### src/rtl/pipe_reg.sv
// pipe_reg: elastic DEPTH-stage WIDTH-bit register pipeline with valid/ready, bubble collapse, sync flush.
// Latency: a beat accepted at edge N is on d_out/valid_out after edge N+DEPTH-1; 1 beat/cycle sustained.
// Backpressure: stages hold when blocked, empty stages always fill; ready_out ripples back from ready_in.
// Optional occupancy output count_out is built when PIPE_REG_COUNT_EN is defined.
module pipe_reg #(
  parameter int WIDTH = 8,
  parameter int DEPTH = 2
) (
  input  logic             clk_in,
  input  logic             rst_n_in,
  input  logic             flush_in,
  input  logic [WIDTH-1:0] d_in,
  input  logic             valid_in,
  output logic             ready_out,
  output logic [WIDTH-1:0] d_out,
  output logic             valid_out,
  input  logic             ready_in
`ifdef PIPE_REG_COUNT_EN
  ,
  output logic [$clog2(DEPTH+1)-1:0] count_out
`endif
);

  logic [WIDTH-1:0] data_q [DEPTH];
  logic [WIDTH-1:0] data_d [DEPTH];
  logic [WIDTH-1:0] in_dat [DEPTH];
  logic [DEPTH-1:0] valid_q;
  logic [DEPTH-1:0] valid_d;
  logic [DEPTH-1:0] in_vld;
  logic [DEPTH-1:0] adv;
  logic [DEPTH-1:0] load;

  // Advance enables: a stage moves if it is empty or the stage after it moves.
  always_comb begin
    adv = '0;
    adv[DEPTH-1] = !valid_q[DEPTH-1] || ready_in;
    for (int k = DEPTH - 2; k >= 0; k--) begin
      adv[k] = !valid_q[k] || adv[k+1];
    end
  end

  // Next state per stage: valid follows the upstream flag, data only loads on a real beat.
  always_comb begin
    in_vld    = '0;
    in_vld[0] = valid_in;
    in_dat[0] = d_in;
    for (int k = 1; k < DEPTH; k++) begin
      in_vld[k] = valid_q[k-1];
      in_dat[k] = data_q[k-1];
    end
    load = adv & in_vld & {DEPTH{!flush_in}};
    for (int k = 0; k < DEPTH; k++) begin
      valid_d[k] = flush_in ? 1'b0 : (adv[k] ? in_vld[k] : valid_q[k]);
      data_d[k]  = load[k] ? in_dat[k] : data_q[k];
    end
  end

  // Stage registers; flush only clears the valid flags, data is left in place.
  always_ff @(posedge clk_in or negedge rst_n_in) begin
    if (!rst_n_in) begin
      valid_q <= '0;
      for (int k = 0; k < DEPTH; k++) begin
        data_q[k] <= '0;
      end
    end else begin
      valid_q <= valid_d;
      for (int k = 0; k < DEPTH; k++) begin
        data_q[k] <= data_d[k];
      end
    end
  end

  assign ready_out = adv[0] && !flush_in;
  assign d_out     = data_q[DEPTH-1];
  assign valid_out = valid_q[DEPTH-1];

`ifdef PIPE_REG_COUNT_EN
  localparam int CW = $clog2(DEPTH + 1);

  logic [CW-1:0] count_q;
  logic [CW-1:0] count_d;
  logic          up_xfer;
  logic          dn_xfer;

  // Occupancy tracks transfers; a flushed output beat is not a delivery.
  always_comb begin
    up_xfer = valid_in && ready_out;
    dn_xfer = valid_out && ready_in && !flush_in;
    count_d = count_q;
    if (flush_in) begin
      count_d = '0;
    end else if (up_xfer && !dn_xfer) begin
      count_d = count_q + CW'(1);
    end else if (dn_xfer && !up_xfer) begin
      count_d = count_q - CW'(1);
    end
  end

  // Occupancy register.
  always_ff @(posedge clk_in or negedge rst_n_in) begin
    if (!rst_n_in) begin
      count_q <= '0;
    end else begin
      count_q <= count_d;
    end
  end

  assign count_out = count_q;
`endif

endmodule

### config.mk
export PLATFORM = sky130hd
export DESIGN_NAME = pipe_reg
export DESIGN_NICKNAME = d
export VERILOG_FILES = /design/src/rtl/pipe_reg.sv
export SDC_FILE = /design/constraint.sdc
export NUM_CORES = 1
export LEC_CHECK = 0
export ABC_AREA = 1
export CAP_MARGIN = 20
export CORE_UTILIZATION = 45
export DETAILED_ROUTE_END_ITERATION = 8
export HOLD_SLACK_MARGIN = 0.08
export PLACE_DENSITY = 0.76
export SYNTH_ARGS = -nofsm -noshare
export SYNTH_HDL_FRONTEND = slang
export SYNTH_SLANG_ARGS = --single-unit
### constraint.sdc
create_clock -name clk_in -period 1.1 [get_ports clk_in]
set_input_delay 0.22 -clock clk_in [delete_from_list [all_inputs] [get_ports clk_in]]
set_output_delay 0.22 -clock clk_in [all_outputs]
set_load 0.005 [all_outputs]
# Word level (Yosys, flattened, before mapping)
# Cells that the tools add are included.
# word_totals
in_bits,13
word_cells,18
regBits,18
output_inout_bits,10
# classes
bitwise_logic,2
n_reduce_logical,8
n_mux,4
# ops
cell,count
2-bit AND,2
1-bit 2-to-1 mux,4
2-bit nonzero test,2
1-bit zero test,3
1-bit logical OR,2
1-bit logical AND,1

# Logic depth before layout (Yosys ltp)
# Gate-level depths: netlist of the first run.
# logic_depth
ltp_word,5
depth_mapped,5
mapped_depth_nobuf,5

# Worst setup path after synthesis of the first run
# Ideal clock, no wire load.
# synth_timing
path_kind,register to output
start,reg valid_q[1]
end,out ready_out
n_path_buf,1
setup_slack_ns,0.085
path_stages_with_launch,5
required_ns,0.880
arrival_ns,0.795
cell_sequence,dfrtp_1 -> nand3_2 -> buf_2 -> nand2_1 -> inv_1
# synth_via
elab_chain_cells,4
# synth_lines
item,line,rtl
"start, declared",27,logic [DEPTH-1:0] valid_q;
"start signal, assigned",66,valid_q <= valid_d;
1-bit zero test,36,adv[DEPTH-1] = !valid_q[DEPTH-1] || ready_in;
1-bit logical OR,36,
1-bit logical OR,38,adv[k] = !valid_q[k] || adv[k+1];
1-bit logical AND,73,assign ready_out = adv[0] && !flush_in;
"end, declared",14,"output logic ready_out,"
# No other way between the ends.

# Final worst setup path of the first run
# Ends and elaborated chain as after synthesis.

==> flow_summary.toml, run 1 <==
[clock_network]
ctsRootBufferMaster = "clkbuf_4"
htree_num_levels = 1
insertion_delay_ns = 0.30
path_clk_slew_ns = 0.10
hold_buffers = 0
numCtsBuffers = 3
ctsLongestPathBuffers = 2
cts_tree = "done"
cts.sinks = 18

[global_route]
grt_antenna_before_repair = 0
grt_overflow = 0
grt_use_total_pct = 18.6
grt_pass1_vias = 587
grt_max_degree = 19
grt_pass1_wl_um = 2530

[die]
dieArea_um2 = 1970
coreArea_um2 = 1590
start_util_pct = 50.8
fp-row-count = 14
die_x_um = 44.4
io_pins = 23
dieHeight_um = 44.4

[layout]
area_growth_pct = 37.9
fillers = 122
layout-drive-gt1-share_pct = 30.1
n_antenna_cell = 0
stdcell_count = 147
num-nets-final = 137
multiInputGateArea_um2 = 275
seqCellArea_um2 = 450

[yosys]
synth_top_area_share_pct = 55.6
ys_ff_latch = 18
synth_nets = 102
yosysSeqAreaShare_pct = 55.6
ys_warn_count = 0
syn_area_per_cell_um2 = 9.10
async_flop_share_pct = 100
synth_edf_count = 0
netlist_area_um2 = 810
synthTopCellsByArea = "dfrtp_1, nand2_1, nand3_1"
synth_top_area_cell = "dfrtp_1"
synthTopCellsByCount = "nand2_1, dfrtp_1, nand3_1"
ys.flop_type = "dfrtp_1"
synth.distinct_cells = 11
syn_inst = 89
yosysMostFrequentCell = "nand2_1"

[sta]
final_max_slew_viol_count = 0
final.period_utilization_pct = 117
setup_ws_ns = -0.182
rsz0062_at_grt = "yes"
slew_headroom_pct = 84.5
whs_ns = 0.242
worst_pin_slew_ns = 0.232
period_minus_slack_ns = 1.28
setup_viol = 2
skew_ns = 0.00513
clock.fmax_ghz = 0.780
final-hold-violation-count = 0

[detailed_routing]
route.detailed.drc = 0
wl_um = 1550
wire_per_inst_um = 10.6
antenna_left = 0
via_count = 669
viasPerCell = 4.55
dr.pass1.iters = 4
dr.first_iter.drc_count = 14

[power]
leakagePower_nw = 0.607
fin_total_pwr_w = 0.00156
ir_worst_vdd_mv = 0.874
powerDensity_nw_per_um2 = 1400

[placement]
dpl.cell_count = 139
gp_congestion = 0.756
place_ws_ns = -0.474
dp_hpwl_um = 1130
numPortBuffers = 22

[worst_setup_path]
cp_top_family = "flip-flops"
cp_data_arrival_time_ns = 1.06
slowest_stage = "dfrtp_1"
r2r-end = "data_q[12]"
worst-path-buf-inv = 3
cp-end-kind = "output port"
r2r_cells = 6
cp_max_fo = 2
cp_cell_sequence = "buf_6 -> nand3_2 -> nand2_1 -> inv_1 -> buf_2"
rrSetupSlack_ns = 0.03
r2r-start = "valid_q[1]"
worst-setup-path-type = "flop to output port"
crit_required_ns = 0.88
critPathLaunchType = "flop"
critical_path_cell_count = 5
critPathMaxStageDelay_ns = 0.41

[hold_path]
hold_class = "input pin to async pin"

[flow_run]
maxCapViolCount = 0

[status]
status = "complete, but fails checks"
violations = "setup timing"
[registers in the layout (all words and copies together), names as in the netlist]
name     cells
d_out        8
data_q       8
valid_q      2
[final cells by class]
class | count | share of cell area (%)
clock buffers | 4 | 3.25
inverters | 5 | 1.68
multi-input cells | 57 | 24.7
flip-flops and latches | 18 | 40.4
well taps | 24 | 2.69
repair buffers | 39 | 27.4
[power by group]
group          leakage, nW  total, W  switching (W)  internal [W]
Sequential           0.228  0.000817      0.0000523      0.000765
Combinational        0.358  0.000332       0.000145      0.000187
Clock               0.0210  0.000408       0.000206      0.000202
[per-stage QoR]
stage / setup TNS [ns] / area [um2] / utilization, %
floorplan: 0 / 810 / -
global placement: -4.39 / 1090 / 68.5
detailed placement: -4.71 / 1090 / 68.5
CTS: -0.330 / 1110 / 69.9
global route: -0.409 / 1120 / 70.0
finish: -0.251 / 1120 / 70.0
[placed cells by master (no fill, tap or decap)]
| cell type | n |
|---|---|
| dfrtp_1 | 18 |
| a21oi_1 | 2 |
| nand2_1 | 33 |
| nand2_4 | 2 |
| buf_6 | 2 |
| nand3_1 | 16 |
| nand3_2 | 1 |
| nor2_4 | 2 |
| buf_2 | 8 |
| nand2_2 | 1 |
| clkbuf_8 | 1 |
| clkbuf_4 | 3 |
| clkbuf_2 | 2 |
| clkdlybuf4s50_1 | 12 |
| inv_1 | 5 |
| buf_4 | 15 |
[metal layers]
metal  routed length, um  part of all wire [%]  global-route usage, %  vias up
li1                    -                     -                      -      347
met2                 771                    50                   30.6       17
met4                  37                   2.4                   10.9        0
met3                  54                   3.5                   2.45        5
met1                 691                    44                   23.3      300
met5                   0                     0                      0        -
[worst max-delay path by stage]
| stage | startpoint | endpoint | slack (ns) |
|---|---|---|---|
| final | valid_q[1] | ready_out | -0.18 |
| after global routing | valid_q[1] | ready_out | -0.23 |
| after CTS | valid_q[1] | ready_out | -0.18 |
| after detailed placement | ready_in | ready_out | -0.47 |
| after global placement | ready_in | ready_out | -0.48 |
| after floorplan | valid_q[1] | ready_out | 0.08 |
[cell families after synthesis]
group | Yosys count | share of synthesized area [%]
DFF | 18 | 55.6
AOI/OAI and AO/OA | 2 | 1.24
buffers and inverters | 14 | 10.4
and+or+nand+nor | 55 | 32.8
[repair_timing]
action,in CTS,in global routing
setup buffers,3,1
resized for setup,37,3
pin swaps,2,2
setup endpoints to repair,10,11
Note: power is estimated with default switching activity, not from simulation.
==> run 2, diff against run 1 <==
--- a/config.mk
+++ b/config.mk
@@ -11,6 +11,7 @@
 export DETAILED_ROUTE_END_ITERATION = 8
 export HOLD_SLACK_MARGIN = 0.08
 export PLACE_DENSITY = 0.76
+export SETUP_SLACK_MARGIN = 0.05
 export SYNTH_ARGS = -nofsm -noshare
 export SYNTH_HDL_FRONTEND = slang
 export SYNTH_SLANG_ARGS = --single-unit
==> flow_summary.toml, run 2 (same netlist as run 1, synthesis figures left out) <==
[clock_network]
numCtsBuffers = 3
path_clk_slew_ns = 0.10
cts_tree = "done"
ctsRootBufferMaster = "clkbuf_4"
insertion_delay_ns = 0.30
htree_num_levels = 1
cts.sinks = 18
ctsLongestPathBuffers = 2

[worst_setup_path]
r2r_cells = 6
r2r-end = "data_q[12]"
r2r-start = "valid_q[1]"
cp_data_arrival_time_ns = 1.06
cp_max_fo = 2
rrSetupSlack_ns = 0.02
worst-setup-path-type = "flop to output port"
cp-end-kind = "output port"
crit_required_ns = 0.88
critPathLaunchType = "flop"

[global_route]
grt_antenna_before_repair = 0
grt_pass1_wl_um = 2530
grt_overflow = 0
grt_max_degree = 19
grt_pass1_vias = 587
grt_use_total_pct = 18.6

[layout]
layout-drive-gt1-share_pct = 33.1
multiInputGateArea_um2 = 280
num-nets-final = 141
final_common_cell = "nand2_1"
area_growth_pct = 43.4
n_antenna_cell = 0
final_cell_mix = "nand2_1, dfrtp_1, buf_4"
stdcell_area_um2 = 1160
seqCellArea_um2 = 450
fillers = 120

[sta]
final_max_slew_viol_count = 0
skew_ns = 0.00376
finalSetupTns_ns = -0.258
setup_viol = 2
final.period_utilization_pct = 117
worst_pin_slew_ns = 0.227
period_minus_slack_ns = 1.28
whs_ns = 0.242
slew_headroom_pct = 84.9
setup_ws_ns = -0.182
final-hold-violation-count = 0
clock.fmax_ghz = 0.780
rsz0062_at_grt = "yes"

[placement]
dp_hpwl_um = 1130
gp_congestion = 0.756
place_ws_ns = -0.474
numPortBuffers = 22
place_area_um2 = 1090

[die]
dieArea_um2 = 1970
die_x_um = 44.4
coreArea_um2 = 1590
fp-row-count = 14
io_pins = 23
start_util_pct = 50.8
dieHeight_um = 44.4

[detailed_routing]
wl_um = 1710
viasPerCell = 4.65
wire_per_inst_um = 11.3
antenna_left = 0
dr.first_iter.drc_count = 11
route.detailed.drc = 0
via_count = 702
dr.pass1.iters = 4

[flow_run]
maxCapViolCount = 0

[power]
powerDensity_nw_per_um2 = 1380
ir_worst_vdd_mv = 0.867
leakagePower_nw = 0.646

[status]
status = "complete, but fails checks"
violations = "setup timing"

[hold_path]
hold_class = "input pin to async pin"
[run 2: cell types whose count changed in the layout (fill, tap and decap cells not counted)]
cell | before | now
nand2_2 | 1 | 0
dlymetal6s2s_1 | 0 | 1
nand2_4 | 2 | 3
inv_2 | 0 | 1
buf_4 | 15 | 17
clkdlybuf4s50_1 | 12 | 11
clkbuf_2 | 2 | 1
buf_2 | 8 | 9
inv_1 | 5 | 4
buf_6 | 2 | 4
[run 2: metrics by stage]
stage	util, %	power (W)	instances
after floorplan	-	0.00103	89
after global placement	68.5	0.00118	139
after detailed placement	68.5	0.00119	139
after CTS	69.6	0.00156	146
after global routing	72.8	0.00168	151
final	72.8	0.00160	151
[run 2: how the worst max path moves through the flow]
stage / startpoint / end / slack, ns
finish: valid_q[1] / ready_out / -0.18
global route: valid_q[1] / ready_out / -0.23
CTS: valid_q[1] / ready_out / -0.18
floorplan: valid_q[1] / ready_out / 0.08
global placement: ready_in / ready_out / -0.48
detailed placement: ready_in / ready_out / -0.47
[run 2: worst max-delay path, stage by stage (launching register included)]
cell and delay [ns]:
dfrtp_1 0.41, buf_6 0.12, nand3_2 0.05, nand2_1 0.05
inv_1 0.04, buf_2 0.10
[run 2: area by class of cell]
cell class	count	share of cell area (%)
flip-flops and latches	18	38.8
repair buffers	43	29.7
multi-input cells	57	24.1
clock buffers	4	3.13
well taps	24	2.59
inverters	5	1.62
[run 2: metal layers]
layer | GRT usage (%) | vias to the layer above | routed length, um
met2 | 30.6 | 19 | 897
met4 | 10.9 | 0 | 43
met5 | 0 | - | 0
met3 | 2.45 | 7 | 61
met1 | 23.3 | 323 | 705
li1 | - | 353 | -
[run 2: where the power goes]
group | switching [W] | internal (W)
combinational | 0.000161 | 0.000211
sequential | 0.0000559 | 0.000765
clock | 0.000207 | 0.000202
total | 0.000424 | 0.00118
[run 2: timing repair]
action | in CTS | in global routing
hold buffers | 0 | 0
hold endpoints to repair | 0 | 0
setup endpoints to repair | 10 | 25
resized for setup | 39 | 7
pin swaps | 2 | 3
buffers inserted | 3 | 5
==> run 3, diff against run 2 <==
==> constraint.sdc (replaced) <==
create_clock -name clk_in -period 1.4 [get_ports clk_in]
set_input_delay 0.28 -clock clk_in [delete_from_list [all_inputs] [get_ports clk_in]]
set_output_delay 0.28 -clock clk_in [all_outputs]
set_load 0.005 [all_outputs]
==> flow_summary.toml, run 3 (same netlist as run 1, synthesis figures left out) <==
[status]
status = "completed"

[power]
powerDensity_nw_per_um2 = 1030
leakagePower_nw = 0.606
ir_worst_vdd_mv = 0.619

[clock_network]
cts.sinks = 18
ctsRootBufferMaster = "clkbuf_4"
path_clk_slew_ns = 0.09
numCtsBuffers = 3
cts_tree = "done"
insertion_delay_ns = 0.28
ctsLongestPathBuffers = 2
htree_num_levels = 1

[worst_setup_path]
critPathMaxStageDelay_ns = 0.42
cp_cell_sequence = "buf_6 -> nand3_2 -> nand2_1 -> inv_1 -> buf_2"
cp_data_arrival_time_ns = 1.07
cp_top_family = "flip-flops"
r2r-start = "valid_q[1]"
critPathLaunch = "valid_q[1]"
slowest_stage = "dfrtp_1"
worst-path-buf-inv = 3
worst-setup-path-type = "flop to output port"
crit_required_ns = 1.12
cp-end-kind = "output port"
critPathLaunchType = "flop"
cp_max_fo = 2

[global_route]
grt_pass1_wl_um = 2710
grt_antenna_before_repair = 0
grt_max_degree = 19
grt_overflow = 0
grt_pass1_vias = 646
grt_use_total_pct = 19.7

[hold_path]
hold_class = "input pin to async pin"

[layout]
stdcell_area_um2 = 1120
fillers = 141
final_cell_mix = "nand2_1, dfrtp_1, nand3_1"
area_growth_pct = 38.6
layout-drive-gt1-share_pct = 20.8
final_common_cell = "nand2_1"
n_antenna_cell = 0
num-nets-final = 135

[sta]
clock.fmax_ghz = 0.739
setup_ws_ns = 0.0460
finalSetupTns_ns = 0
final.period_utilization_pct = 96.7
skew_ns = 0.00253
final_max_slew_viol_count = 0
rsz0062_at_grt = "yes"
worst_pin_slew_ns = 0.228
setup_viol = 0
slew_headroom_pct = 84.8
period_minus_slack_ns = 1.35
final-hold-violation-count = 0

[placement]
place_area_um2 = 1080
dp_hpwl_um = 1220
numPortBuffers = 22
gp_congestion = 0.770
place_ws_ns = -0.304

[detailed_routing]
wire_per_inst_um = 11.4
dr.pass1.iters = 4
route.detailed.drc = 0
wl_um = 1640
via_count = 687
viasPerCell = 4.77
antenna_left = 0
dr.first_iter.drc_count = 12

[die]
dieArea_um2 = 1970
start_util_pct = 50.8
coreArea_um2 = 1590
io_pins = 23
dieHeight_um = 44.4
die_x_um = 44.4
fp-row-count = 14

[flow_run]
maxCapViolCount = 0
==> run 3: what timing repair did <==
item | in CTS | in global routing
resized for setup | 14 | 2
endpoints found under the setup margin | 10 | 2
hold buffers | 0 | 0
hold endpoints to repair | 0 | 0
setup buffers | 3 | 0
==> run 3: final cells by class <==
class	instances	area, um2	area share [%]
flip-flops and latches	18	450	40.1
repair buffers	37	325	29.0
multi-input cells	57	275	24.5
well taps	24	30.0	2.68
clock buffers	3	22.5	2.01
inverters	5	18.8	1.67
==> run 3: final timing paths <==
path	to	slack, ns	cells past startpoint
hold / removal	data_q[9]	0.32	2
setup / recovery	ready_out	0.05	5
hold reg to reg	d_out[1]	0.47	2
max in group asynchronous	data_q[14]	0.89	2
setup reg to reg	data_q[13]	0.29	6
min in group clk_in	d_out[1]	0.47	2
==> run 3: routing by layer <==
metal / vias to the layer above / track usage, % / routed length (um)
met2: 19 / 35.3 / 882
met5: - / 0 / 0
li1: 336 / - / -
met4: 0 / 9.09 / 17
met1: 330 / 23.4 / 690
met3: 2 / 2.45 / 54
==> run 3: worst reg2reg max path, cell delays in order (launching register included) <==
cell and delay [ns]:
dfrtp_1 0.42, buf_6 0.13, nand3_2 0.06, buf_4 0.18
nand2_4 0.09, nand2_1 0.08, nand2_1 0.05
==> run 3: power by group <==
| group | internal, W | total, W | leakage [nW] | switching, W |
|---|---|---|---|---|
| Combinational | 0.000153 | 0.000267 | 0.364 | 0.000114 |
| Clock | 0.0000997 | 0.000244 | 0.0138 | 0.000144 |
| Sequential | 0.000601 | 0.000642 | 0.228 | 0.0000411 |
==> run 3: metrics by stage <==
| stage | power (W) | util [%] | hold slack [ns] | cells |
|---|---|---|---|---|
| after CTS | 0.00116 | 70.1 | 0.324 | 144 |
| final | 0.00115 | 70.4 | 0.322 | 144 |
| after detailed placement | 0.000939 | 68.1 | 0.458 | 138 |
| after global routing | 0.00122 | 70.4 | 0.338 | 144 |
| after global placement | 0.000926 | 68.1 | 0.455 | 138 |
| after floorplan | 0.000808 | - | -0.0156 | 89 |
==> RTL edit 1: new RTL, flow settings as in run 1 <==
Build with the macro `PIPE_REG_COUNT_EN` defined.
--- a/src/rtl/pipe_reg.sv
+++ b/src/rtl/pipe_reg.sv
@@ -2,6 +2,8 @@
 // Latency: a beat accepted at edge N is on d_out/valid_out after edge N+DEPTH-1; 1 beat/cycle sustained.
 // Backpressure: stages hold when blocked, empty stages always fill; ready_out ripples back from ready_in.
 // Optional occupancy output count_out is built when PIPE_REG_COUNT_EN is defined.
+`define PIPE_REG_COUNT_EN
+
 module pipe_reg #(
   parameter int WIDTH = 8,
   parameter int DEPTH = 2
Formal check against the unedited RTL (old outputs only; new: count_out): equivalent (equiv_simple and equiv_induct, registers matched by name and starting in step).
==> RTL edit 1 against run 1 <==
The run still ends with negative setup slack left; clock skew rose by 0.58 ps; cell count rose by 11%; global-route usage rose by 1.7 points; area after synthesis rose by 15%; fmax fell by 3.5%; final area rose by 21%; via count rose by 15%; setup slack got worse by 47 ps; highest routed layer unchanged; total power rose by 21%; sequential cell count rose by 2; wire length rose by 35%; hold slack improved by 4.3 ps.
==> RTL edit 1: results (changes against run 1) <==
GRT
  – First-pass GRT wire length: 3060 um (was 2530 um)
  – Largest net degree at the start of global routing: 21 (was 19)
  – Vias in the first global route: 711 (was 587)
  – GRT Resource Usage Total: 20.2% (was 18.6%)

Worst setup path
  – Worst Reg-to-Reg Cells: 7 (was 6)
  – R2R Path End: data_q[11] (was data_q[12])
  – Worst Path Max Fanout: 8 (was 2)
  – CP arrival: 1520 ps (was 1060 ps)
  – Crit-path leading delay family: buffers and inverters (was flip-flops)
  – Critical path type: reg2reg (was reg2out)

Layout
  – Final non-filler cell total: 163 (was 147)
  – Fraction of layout cells with a size suffix above 1: 42.6% (was 30.1%)

STA
  – Max_slew headroom: 88.1% (was 84.5%)
  – WHS: 247 ps (was 242 ps)
  – Final setup skew: 5.71 ps (was 5.13 ps)
  – Finish-stage setup viols: 18 (was 2)
  – Setup ws final: -229 ps (was -182 ps)

Clocking
  – Clock Root Buffer: clkbuf_4 (unchanged)
  – Post-CTS setup buffer count: 6 (was 3)
  – Post-cts repair resize count: 50 (was 37)

Status
  – Outcome: complete, but fails checks (unchanged)
  – Failing checks: negative setup slack (unchanged)

Placement
  – Setup WS pre-CTS: -527 ps (was -474 ps)
  – Routability congestion estimate: 0.721 (was 0.756)
  – Port bufs: 24 (was 22)
  – Placed insts: 150 (was 139)
  – Post-DP HPWL: 1260 um (was 1130 um)

Route
  – Drt initial violations: 11 (was 14)
  – Via/cell ratio: 4.71 (was 4.55)
  – Wirelength per Cell: 12.8 um (was 10.6 um)

Power and ir drop
  – P_leak: 0.681 nW (was 0.607 nW)
  – VDD IR max: 730 uV (was 874 uV)

Synth
  – Post-synth net total: 113 (was 102)
  – Warnings from Yosys: 0 (unchanged)
  – Mean Syn Cell Area: 9.30 um^2 (was 9.10 um^2)
  – Synth cell types: 19 (was 11)
  – Top cells by count, synth: dfrtp_1, nand2_1, inv_1 (was nand2_1, dfrtp_1, nand3_1)
  – Synth top area cells: dfrtp_1, nand2_1, buf_4, o21ai_0, inv_1 (was dfrtp_1, nand2_1, nand3_1, buf_4, nand2_4)
  – Sequential area share after synthesis: 53.8% (was 55.6%)
RTL edit 1: cell count changes in the layout (fill, tap and decap cells not counted), moves of 5 or more:
cell | before | now
nand2_1 | 33 | 17
nand3_1 | 16 | 0
o21ai_0 | 0 | 10
a21oi_2 | 0 | 5
inv_1 | 5 | 10
nor2_2 | 0 | 5
RTL edit 1: cells by family (layout without fill, tap and decap cells):
logic type	Yosys count	after routing	share of synthesized area [%]
xor+xnor	1	1	0.942
flops	20	20	53.8
simple gates	35	37	19.4
compound gates	20	20	12.0
buf+inv	24	58	13.9
RTL edit 1: metrics by stage:
step | area, um^2 | setup TNS [ps]
floorplan | 930 | 0
global placement | 1230 | -6530
detailed placement | 1230 | -7170
CTS | 1290 | -1640
global route | 1350 | -3450
finish | 1350 | -2100
RTL edit 1: routing by layer:
layer  vias up  GRT usage [%]  wire, um
met2        23           32.9      1060
met3         4           4.15        90
met1       363           25.1       888
met4         0           11.4        49
li1        378              -         -
met5         -              0         0
RTL edit 1: power by group:
part	leakage (nW)	total [mW]	internal [mW]	switching, mW
sequential	0.236	0.914	0.858	0.0561
combinational	0.424	0.547	0.290	0.258
clock	0.0210	0.425	0.202	0.223
RTL edit 1: worst max path at each step:
stage / slack [ps] / to / cells past startpoint
floorplan: 40 / count_out[0] / 6
global placement: -510 / ready_out / 6
detailed placement: -530 / ready_out / 6
CTS: -200 / ready_out / 5
global route: -280 / data_q[11] / 7
finish: -230 / data_q[11] / 7
RTL edit 1: final cells by class:
| cell class | count | area [um^2] |
|---|---|---|
| clock buffer | 4 | 36.3 |
| fill | 155 | 588 |
| inverter | 14 | 52.6 |
| multi-input combinational | 58 | 372 |
| sequential | 20 | 500 |
| tap | 27 | 33.8 |
| timing repair buffer | 40 | 359 |
==> RTL edit 2: new RTL, settings of run 1 <==
Without the edit above. The parameter `DEPTH` goes from 2 to 4.
--- a/src/rtl/pipe_reg.sv
+++ b/src/rtl/pipe_reg.sv
@@ -4,7 +4,7 @@
 // Optional occupancy output count_out is built when PIPE_REG_COUNT_EN is defined.
 module pipe_reg #(
   parameter int WIDTH = 8,
-  parameter int DEPTH = 2
+  parameter int DEPTH = 4
 ) (
   input  logic             clk_in,
   input  logic             rst_n_in,
Behaviour: not the same (a bounded check fails within 4 cycles, from zero or initial values and one cycle with rst_n_in low).
==> RTL edit 2 against run 1 <==
The run still ends with negative setup slack left; largest cell class unchanged; wire length increased by 98%; sequential share of layout area increased by 0.60 points; final area increased by 97%; core utilization decreased by 5.6 points; largest power group unchanged; fmax decreased by 9.0%; setup slack got worse by 130 ps; sequential power increased by 100%; non-clock buffer count increased by 4; area after synthesis increased by 100%; critical path type unchanged; sequential cell count increased by 18; register-to-register slack got worse by 180 ps; total power increased by 100%; global-route usage increased by 0.28 points.
==> RTL edit 2: results (changes against run 1) <==
GRT
  – M3 GR Usage: 4.23% (was 2.45%)
  – Grt met1 use: 21.4% (was 23.3%)
  – Largest net degree at the start of global routing: 37 (was 19)
  – GR Util met2: 33.0% (was 30.6%)
  – GRT Resource Usage Total: 18.8% (was 18.6%)
  – First-pass GRT wire length: 5600 um (was 2530 um)

Worst setup path
  – Worst R2R Setup Slack: -150 ps (was 30 ps)
  – R2R Path End: data_q[8] (was data_q[12])
  – R2R Path Start: valid_q[3] (was valid_q[1])
  – Crit-path max cell delay: 370 ps (was 410 ps)

Placement
  – Post-DP HPWL: 1730 um (was 1130 um)
  – Dpl cell area: 1900 um^2 (was 1090 um^2)
  – Setup WS pre-CTS: -633 ps (was -474 ps)

Clocking
  – H-tree depth: 2 (was 1)

STA
  – Setup ws final: -309 ps (was -182 ps)
  – Max_slew headroom: 86.0% (was 84.5%)
  – Finish-stage setup viols: 32 (was 2)

Power and ir drop
  – VDD IR max: 804 uV (was 874 uV)
  – P_leak: 1.04 nW (was 0.607 nW)

Synth
  – Sequential area share after synthesis: 55.2% (was 55.6%)
  – Post-synth net total: 178 (was 102)
  – Top cells by count, synth: nand2_1, dfrtp_1, inv_1 (was nand2_1, dfrtp_1, nand3_1)

Status
  – Outcome: complete, but fails checks (unchanged)
  – Failing checks: negative setup slack (unchanged)

Route
  – Routed wl met2: 1670 um (was 771 um)
  – Drt initial violations: 24 (was 14)
  – DR vias: 1236 (was 669)

Layout
  – Layout Nets: 221 (was 137)
  – # fillers: 276 (was 122)
  – Fraction of layout cells with a size suffix above 1: 42.3% (was 30.1%)
-- RTL edit 2: cell types whose count changed after synthesis, sizes merged, moves of 2 or more --
cell	change
nand3	+2
dfrtp	+18
o21ai	+18
inv	+17
nand2	+15
nor2	+2
buf	+3
-- RTL edit 2: where the power goes --
group          switching, mW  total (mW)  internal, mW
logic                  0.345       0.700         0.355
clock network          0.409       0.772         0.363
registers              0.127        1.67          1.54
total                  0.881        3.14          2.26
-- RTL edit 2: logic make-up (layout without fill, tap and decap cells) --
logic type | after synthesis | count (layout) | synth area share, %
AND/OR/NAND/NOR | 75 | 80 | 23.2
flip-flops | 36 | 36 | 55.2
buffers and inverters | 34 | 72 | 11.8
AO/OA/AOI/OAI | 20 | 20 | 9.81
-- RTL edit 2: how the worst min path moves through the flow --
stage	startpoint	end	cells after the start	slack, ps
final	rst_n_in	d_out[2]	2	240
after global routing	rst_n_in	d_out[3]	2	260
after CTS	rst_n_in	d_out[2]	2	250
after detailed placement	data_q[27]	data_q[27]	2	460
after global placement	data_q[23]	data_q[23]	2	460
after floorplan	rst_n_in	d_out[0]	0	-80
-- RTL edit 2: what timing repair did --
action,4_1_cts,5_1_grt
cloned,5,0
buffers inserted,59,5
endpoints found under the setup margin,44,46
pin swaps,5,4
resized for setup,65,7
-- RTL edit 2: layout make-up --
cell class                      instances  share of cell area (%)
Multi-Input combinational cell        100                    32.4
Timing Repair Buffer                   43                    17.1
Tap cell                               46                    2.62
Clock buffer                            7                    2.96
Inverter                               22                    4.04
Sequential cell                        36                    41.0
-- RTL edit 2: critical path, delay by kind of cell (launching register included) --
family	cells	cell delay [ps]
DFF	1	370
and+or+nand+nor	3	230
buffers and inverters	3	250
